File: src/rtl/serial_twos_complement.sv
// Bit-serial two's-complement pass / negate / absolute-value unit.
// One operand bit per cycle, LSB first, with a parallel copy assembled in dout.
module serial_twos_complement #(
    parameter int WIDTH = 16
) (
    input  logic             clk,
    input  logic             rst_n,
    input  logic             start,
    input  logic [1:0]       mode,
    input  logic [WIDTH-1:0] din,
    output logic             ready,
    output logic             sout,
    output logic             sout_valid,
    output logic [WIDTH-1:0] dout,
    output logic             valid,
    output logic             ovf
);

    localparam int CW = (WIDTH > 2) ? $clog2(WIDTH) : 1;
    localparam logic [CW-1:0] LAST = CW'(WIDTH - 1);

    typedef enum logic [1:0] {
        IDLE,
        SHIFT,
        DONE
    } state_t;

    state_t           state;
    logic [WIDTH-1:0] opnd;
    logic [CW-1:0]    cnt;
    logic             neg;
    logic             seen;
    logic             bit_in;
    logic             obit;

    function automatic logic neg_sel(input logic [1:0] m, input logic msb);
        logic n;
        n = 1'b0;
        unique case (1'b1)
            (m == 2'b01): n = 1'b1;
            (m == 2'b10): n = msb;
            default:      n = 1'b0;
        endcase
        return n;
    endfunction

    // Negation: copy bits up to and including the first 1, invert the rest.
    assign bit_in = opnd[0];
    assign obit   = (neg & seen) ? ~bit_in : bit_in;
    assign ready  = (state == IDLE);

    always_ff @(posedge clk) begin
        if (!rst_n) begin
            state      <= IDLE;
            opnd       <= '0;
            cnt        <= '0;
            neg        <= 1'b0;
            seen       <= 1'b0;
            dout       <= '0;
            ovf        <= 1'b0;
            valid      <= 1'b0;
            sout       <= 1'b0;
            sout_valid <= 1'b0;
        end else begin
            valid      <= 1'b0;
            sout       <= 1'b0;
            sout_valid <= 1'b0;
            unique case (state)
                IDLE: begin
                    if (start) begin
                        opnd  <= din;
                        neg   <= neg_sel(mode, din[WIDTH-1]);
                        cnt   <= '0;
                        seen  <= 1'b0;
                        dout  <= '0;
                        ovf   <= 1'b0;
                        state <= SHIFT;
                    end
                end
                SHIFT: begin
                    sout       <= obit;
                    sout_valid <= 1'b1;
                    dout       <= {obit, dout[WIDTH-1:1]};
                    opnd       <= opnd >> 1;
                    seen       <= seen | bit_in;
                    cnt        <= cnt + CW'(1);
                    if (cnt == LAST) begin
                        // MSB set with no lower 1 seen: the most negative value.
                        ovf   <= neg & bit_in & ~seen;
                        valid <= 1'b1;
                        state <= DONE;
                    end
                end
                DONE: begin
                    state <= IDLE;
                end
                default: begin
                    state <= IDLE;
                end
            endcase
        end
    end

endmodule

File: config.mk
export PLATFORM = sky130hd
export DESIGN_NAME = serial_twos_complement
export DESIGN_NICKNAME = d
export VERILOG_FILES = /design/src/rtl/serial_twos_complement.sv
export SDC_FILE = /design/constraint.sdc
export NUM_CORES = 1
export LEC_CHECK = 0
export CAP_MARGIN = 20
export CORE_ASPECT_RATIO = 0.6
export CORE_MARGIN = 2
export CORE_UTILIZATION = 52
export CTS_CLUSTER_DIAMETER = 40
export DETAILED_ROUTE_END_ITERATION = 7
export PLACE_DENSITY = 0.8
export SETUP_SLACK_MARGIN = 0.5
export SLEW_MARGIN = 10
export SYNTH_ARGS = -nofsm -noshare
export SYNTH_HDL_FRONTEND = slang
export SYNTH_SLANG_ARGS = --single-unit
File: constraint.sdc
create_clock -name clk -period 2.89 [get_ports clk]
set_clock_uncertainty 0.2 [all_clocks]
set_input_delay 0.578 -clock clk [delete_from_list [all_inputs] [get_ports clk]]
set_output_delay 0.578 -clock clk [all_outputs]
set_load 0.005 [all_outputs]
==> key figures, run 1 <==
Critical path
  – Crit path DAT: roughly 1400 ps
  – Worst-path maximum fanout: 9
  – CP required: about 2100 ps
  – Top cell family by delay on the critical path: flip-flops
  – Crit path cell chain: nor2_1 > clkdlybuf4s50_1
  – Worst setup path class: flop to primary output
  – Max incr delay on CP: ~540 ps
  – Setup crit start kind: flop
  – Highest-delay cell along the critical path: dfxtp_1
  – CP endpoint kind: primary output
  – WP buf/inv: 1

Layout
  – Share of layout cells above drive strength 1: 0.0628
  – # fillers: ~280
  – Ant. Diodes: 0
  – FF/Latch Area: 881 µm²
  – Nets: 262
  – Multi-input logic area: between 700 and 800 µm²
  – Area Overhead vs Synth: 27.3%
  – Post-layout util: 0.694

Die
  – Die footprint: roughly 3900 µm²
  – Die Y: a little under 50 µm
  – Std cell rows: 16
  – CORE AREA: around 3200 µm²
  – Die width: approximately 79 µm
  – Top Ports: 42
  – Starting Density: 0.545

Drt
  – Pre-antenna DRT Iters: 4
  – DR vias: ~1500
  – Wire per inst: between 10 and 15 µm
  – Antenna-violating nets left: 0
  – DRT iter0 DRCs: approximately 100
  – Final WL: 3740 µm
  – Final routed DRC violation total: 0
  – Via-to-Cell Ratio: ~5.4

Clocking
  – Total clock buffers created by CTS: 5
  – Clk Latency, worst-skew pair: between 200 and 300 ps
  – Post CTS Setup Buffer Count: 0
  – Resized Gates After CTS: 0
  – # hold bufs at CTS: 0
  – CTS tree: yes
  – Clock root buffer: clkbuf_8
  – Clock buffer depth: 2
  – Clk sinks: 44
  – Worst-path clk slew: 80 ps
  – Htree depth: 2

STA
  – Final Cycle Share: 0.741
  – Slew Viols, Final: 0
  – Slew margin rel.: 0.579
  – Fin Setup TNS: 0 ps
  – Final setup violation count: 0
  – Worst Tran Pin Value: around 630 ps
  – Peak Freq: 467 MHz
  – RSZ-0062 raised after global routing: no
  – Hold Fails Final Rpt: 0
  – Min Tclk post-route: 2140 ps

Synthesis
  – Avg Synthesized Cell Area: 8.70 µm²
  – Post-synth EDFFs: 0
  – Ys Warns: 0
  – Sequential element share of the synthesized area: 0.499
  – Mapped Nets: 227
  – Async S/R FF share, synth: 0
  – FF+latch count, synth: 44
  – Mapped Cells: approximately 200
  – Ys flop type: dfxtp_1
  – Netlist cell types: 32
  – Post-Syn Area: between 1500 and 2000 µm²

Power and ir drop
  – Peak supply drop: 299 µV
  – Pleak: 0.860 nW
  – Power Dens Cells: just over 500 nW/µm²

Job
  – Number of max-cap violations: 0

Global routing
  – Pin count of the biggest net entering global routing: 36
  – GR Overflow Total: 0
  – Total track usage: 0.208
  – Vias in the first global route: 1421
  – Initial antenna violation count: 0
  – First-pass GRT wire length: 6280 µm

Min path
  – Hold Path Class: flop to flop

Placement
  – Detailed placement HPWL: approximately 2400 µm
  – Routability cong.: 0.831
  – IO Port Bufs: between 40 and 50

Run status
  – Status: finished clean
-- through the flow --
step	total power [mW]	hold WS [ps]	instances	cell area, µm²	setup WS (ps)
final	1.17	298	284	2250	749
after CTS	1.17	298	284	2250	735
after floorplan	0.741	260	203	1770	1440
after detailed placement	0.787	288	276	2160	803
after global routing	1.22	326	284	2250	671
after global placement	0.785	275	276	2160	832
-- registers in the layout, summed over array words and instances, names as in the netlist --
name        flops
cnt             4
dout           16
neg             1
opnd           16
ovf             1
seen            1
sout            1
sout_valid      1
state           2
valid           1
-- synthesized netlist by cell type, types with 2 or more instances --
| cell | count | area share |
|---|---|---|
| dfxtp_1 | 44 | 0.50 |
| a21oi_1 | 33 | 0.093 |
| nor2_1 | 22 | 0.047 |
| nand2_1 | 21 | 0.045 |
| o21ai_0 | 18 | 0.051 |
| a22oi_1 | 16 | 0.068 |
| buf_2 | 6 | 0.017 |
| inv_1 | 5 | 0.011 |
| nand3_1 | 5 | 0.014 |
| clkbuf_1 | 4 | 0.0085 |
| buf_4 | 3 | 0.013 |
| buf_6 | 3 | 0.019 |
| ha_1 | 3 | 0.021 |
| nor2b_1 | 2 | 0.0071 |
-- tightest hold or removal path, stage by stage (launching register included) --
cell and delay [ps]:
dfxtp_1 330, nand2_1 50, o32ai_1 70
-- placed cells by master (no fill, tap or decap), drive strengths merged --
cell type,Yosys,layout
nand2,21,21
buf,12,3
clkbuf,4,6
clkinv,0,2
a211oi,1,1
ha,3,3
a21oi,33,33
nand3b,1,1
a22oi,16,16
o21bai,1,1
o32ai,1,1
clkdlybuf4s50,0,41
nor2b,2,2
nand3,5,5
o21ba,1,1
xor2,1,1
and3b,1,1
dfxtp,44,44
o211a,1,1
nor3b,1,1
nand2b,1,1
inv,5,5
a41oi,1,1
a31oi,1,1
nor3,1,1
o21ai,18,18
nand4b,1,1
a21o,1,1
o31ai,1,1
mux2i,1,1
or3,1,1
nor2,22,22
-- worst paths after layout --
check                         from                     to  slack, ps  depth (start not counted)
max          state[0]$_SDFFE_PN0P_                  ready        750                          2
min reg2reg       neg$_SDFFE_PN0P_       neg$_SDFFE_PN0P_        300                          2
max reg2reg  state[0]$_SDFFE_PN0P_  dout[15]$_SDFFE_PN0P_       1160                          4
min               neg$_SDFFE_PN0P_       neg$_SDFFE_PN0P_        300                          2
-- area by class of cell --
| class | count | share of cell area |
|---|---|---|
| Clock buffer | 6 | 0.0367 |
| Clock inverter | 2 | 0.00445 |
| Inverter | 5 | 0.00834 |
| Multi-Input combinational cell | 138 | 0.341 |
| Sequential cell | 44 | 0.392 |
| Tap cell | 45 | 0.0250 |
| Timing Repair Buffer | 44 | 0.192 |
-- per-layer routing --
| layer | GRT usage | wire length [µm] | vias up |
|---|---|---|---|
| li1 | - | - | 775 |
| met1 | 0.286 | 1920 | 690 |
| met2 | 0.301 | 1550 | 50 |
| met3 | 0.0611 | 194 | 7 |
| met4 | 0.0977 | 71 | 0 |
| met5 | 0 | 0 | - |
-- logic make-up (layout without fill, tap and decap cells) --
logic type	after synthesis	after routing	synth area share
AOI/OAI and AO/OA	76	76	0.256
and+or+nand+nor	57	57	0.145
DFF	44	44	0.499
buffers and inverters	21	57	0.0680
adders and majority gates	3	3	0.0212
xor gates and xnor gates	1	1	0.00496
muxes	1	1	0.00567
-- power breakdown --
| group | total, mW | internal [mW] | switching (mW) | leakage (nW) |
|---|---|---|---|---|
| Clock | 0.396 | 0.191 | 0.206 | 0.0510 |
| Combinational | 0.126 | 0.0595 | 0.0669 | 0.450 |
| Sequential | 0.647 | 0.631 | 0.0163 | 0.359 |
| Total | 1.17 | 0.881 | 0.289 | 0.860 |
(Power assumes the default switching activity.)
==> inputs of run 2 (changes only) <==
Settings changed: CORE_UTILIZATION 52 to 48, PLACE_DENSITY 0.8 to 0.75.
Clock period 2.89 ns to 2.1 ns, I/O delays scaled along.
==> key figures, run 2 (synthesis results as in run 1) <==
Global routing
  – Vias in the first global route: 1404 (was 1421)
  – Initial antenna violation count: 0 (unchanged)
  – GR Overflow Total: 0 (unchanged)
  – First-pass GRT wire length: 6670 µm (was 6280 µm)
  – Pin count of the biggest net entering global routing: 34 (was 36)
  – Total track usage: 0.215 (was 0.208)

Power and ir drop
  – Pleak: 1.05 nW (was 0.860 nW)
  – Power Dens Cells: 687 nW/µm² (was 520 nW/µm²)
  – Peak supply drop: 345 µV (was 299 µV)

STA
  – Hold Fails Final Rpt: 0 (unchanged)
  – Worst Tran Pin Value: 657 ps (was 630 ps)
  – Final setup violation count: 0 (unchanged)
  – Slew margin rel.: 0.562 (was 0.579)
  – Fin Setup TNS: 0 ps (unchanged)
  – Min Tclk post-route: between 1500 and 2000 ps
  – Final Cycle Share: 0.734
  – Slew Viols, Final: 0 (unchanged)
  – RSZ-0062 raised after global routing: yes (was no)
  – Peak Freq: 649 MHz

Critical path
  – CP required: 1480 ps (was 2110 ps)
  – Crit path cell chain: dlygate4sd2_1 (was nor2_1 > clkdlybuf4s50_1)
  – Top cell family by delay on the critical path: flip-flops (unchanged)
  – CP endpoint kind: primary output (unchanged)
  – Highest-delay cell along the critical path: dfxtp_1 (unchanged)
  – Crit path from: dout[13]$_SDFFE_PN0P_ (was state[0]$_SDFFE_PN0P_)
  – WP buf/inv: 1 (unchanged)
  – Max incr delay on CP: 360 ps (was 540 ps)
  – Worst setup path class: flop to primary output (unchanged)
  – Worst-path maximum fanout: 3 (was 9)
  – Crit path DAT: 920 ps (was 1360 ps)
  – Worst r2r src: state[0]$_SDFFE_PN0P_ (unchanged)
  – Setup crit start kind: flop (unchanged)

Clocking
  – Clk Latency, worst-skew pair: 300 ps (was 290 ps)
  – Clock buffer depth: 2 (unchanged)
  – Worst-path clk slew: 80 ps (about the same)
  – Clk sinks: 44 (unchanged)
  – CTS tree: yes (unchanged)
  – Total clock buffers created by CTS: 5 (unchanged)
  – # hold bufs at CTS: 0 (unchanged)
  – Clock root buffer: clkbuf_8 (unchanged)
  – Htree depth: 2 (unchanged)

Drt
  – Final WL: 4290 µm (was 3740 µm)
  – Antenna-violating nets left: 0 (unchanged)
  – Final routed DRC violation total: 0 (unchanged)
  – DRT iter0 DRCs: 107 (was 104)
  – DR vias: 1610 (was 1522)
  – Wire per inst: 14.5 µm (was 13.2 µm)
  – Pre-antenna DRT Iters: 5 (was 4)
  – Via-to-Cell Ratio: 5.42 (was 5.36)

Run status
  – Status: finished clean (unchanged)

Min path
  – Hold_sp: ovf$_SDFFE_PN0P_ (was neg$_SDFFE_PN0P_)
  – Hold Path Class: flop to flop (unchanged)

Layout
  – Nets: 273 (was 262)
  – FF/Latch Area: 905 µm² (was 881 µm²)
  – Share of layout cells above drive strength 1: 0.180 (was 0.0628)
  – Commonest cells after routing, fill and taps aside: a21oi_1 (33), dfxtp_1 (27), nor2_1 (22) (was dfxtp_1 (44), clkdlybuf4s50_1 (41), a21oi_1 (33))
  – Area Overhead vs Synth: 34.7% (was 27.3%)
  – Fin area: 2380 µm² (was 2250 µm²)
  – # fillers: 308 (was 278)
  – Regs by FF count: dout: 16 flops, opnd: 16 flops, cnt: 4 flops (unchanged)
  – Multi-input logic area: 787 µm² (was 768 µm²)
  – Ant. Diodes: 0 (unchanged)
  – Commonest non-fill, non-tap cell in the layout: a21oi_1 (was dfxtp_1)

Die
  – Die footprint: 4200 µm² (was 3900 µm²)
  – Die Y: 51.0 µm (was 49.2 µm)
  – Top Ports: 42 (unchanged)
  – Die width: 82.3 µm (was 79.3 µm)
  – Starting Density: 0.491 (was 0.545)
  – CORE AREA: 3590 µm² (was 3240 µm²)
  – Std cell rows: 17 (was 16)

Placement
  – Routability cong.: 0.809 (was 0.831)
  – Placement Cell Area: 2190 µm² (was 2160 µm²)
  – Detailed placement HPWL: 2530 µm (was 2370 µm)
  – IO Port Bufs: 41 (unchanged)

Job
  – Number of max-cap violations: 0 (unchanged)
-- run 2: cell count changes in the layout (fill, tap and decap cells not counted), moves of 9 or more --
cell             change
buf_4                +9
clkdlybuf4s50_1     -22
dfxtp_1             -17
dfxtp_2             +16
dlygate4sd2_1       +20
-- run 2: power breakdown --
group	internal [mW]	switching (mW)	total [mW]	leakage (nW)
Clock	0.262	0.283	0.546	0.0510
Combinational	0.0961	0.105	0.201	0.630
Sequential	0.867	0.0210	0.888	0.368
Total	1.23	0.410	1.63	1.05
-- run 2: layout make-up --
cell class / count / area share
sequential: 44 / 0.380
clock buffer: 6 / 0.0347
multi-input combinational: 138 / 0.331
clock inverter: 2 / 0.00421
timing repair buffer: 55 / 0.218
tap: 47 / 0.0247
inverter: 5 / 0.00789
-- run 2: timing repair --
action	CTS	global route
setup buffers	7	0
gates resized for setup	39	6
gates cloned	0	1
pin swaps	0	1
setup endpoints to repair	22	26
-- run 2: layer usage --
layer,GRT usage,vias to the layer above,share of wire
li1,-,803,-
met1,0.309,750,0.48
met2,0.289,51,0.45
met3,0.0601,6,0.061
met4,0.111,0,0.012
met5,0,-,0
-- run 2: worst paths after layout --
path / endpoint / slack [ps] / cells after the start
setup / recovery: dout[13] / 560 / 1
hold / removal: ovf$_SDFFE_PN0P_ / 290 / 2
setup reg to reg: dout[4]$_SDFFE_PN0P_ / 610 / 5
hold reg to reg: ovf$_SDFFE_PN0P_ / 290 / 2
-- run 2: stage by stage --
stage	cells	util	hold slack (ps)	power [mW]	setup WS, ps
finish	297	0.662	290	1.63	558
global route	297	0.662	317	1.72	468
CTS	296	0.651	292	1.63	434
detailed placement	281	0.611	289	1.10	180
global placement	281	0.611	276	1.09	213
floorplan	203	-	260	1.02	695
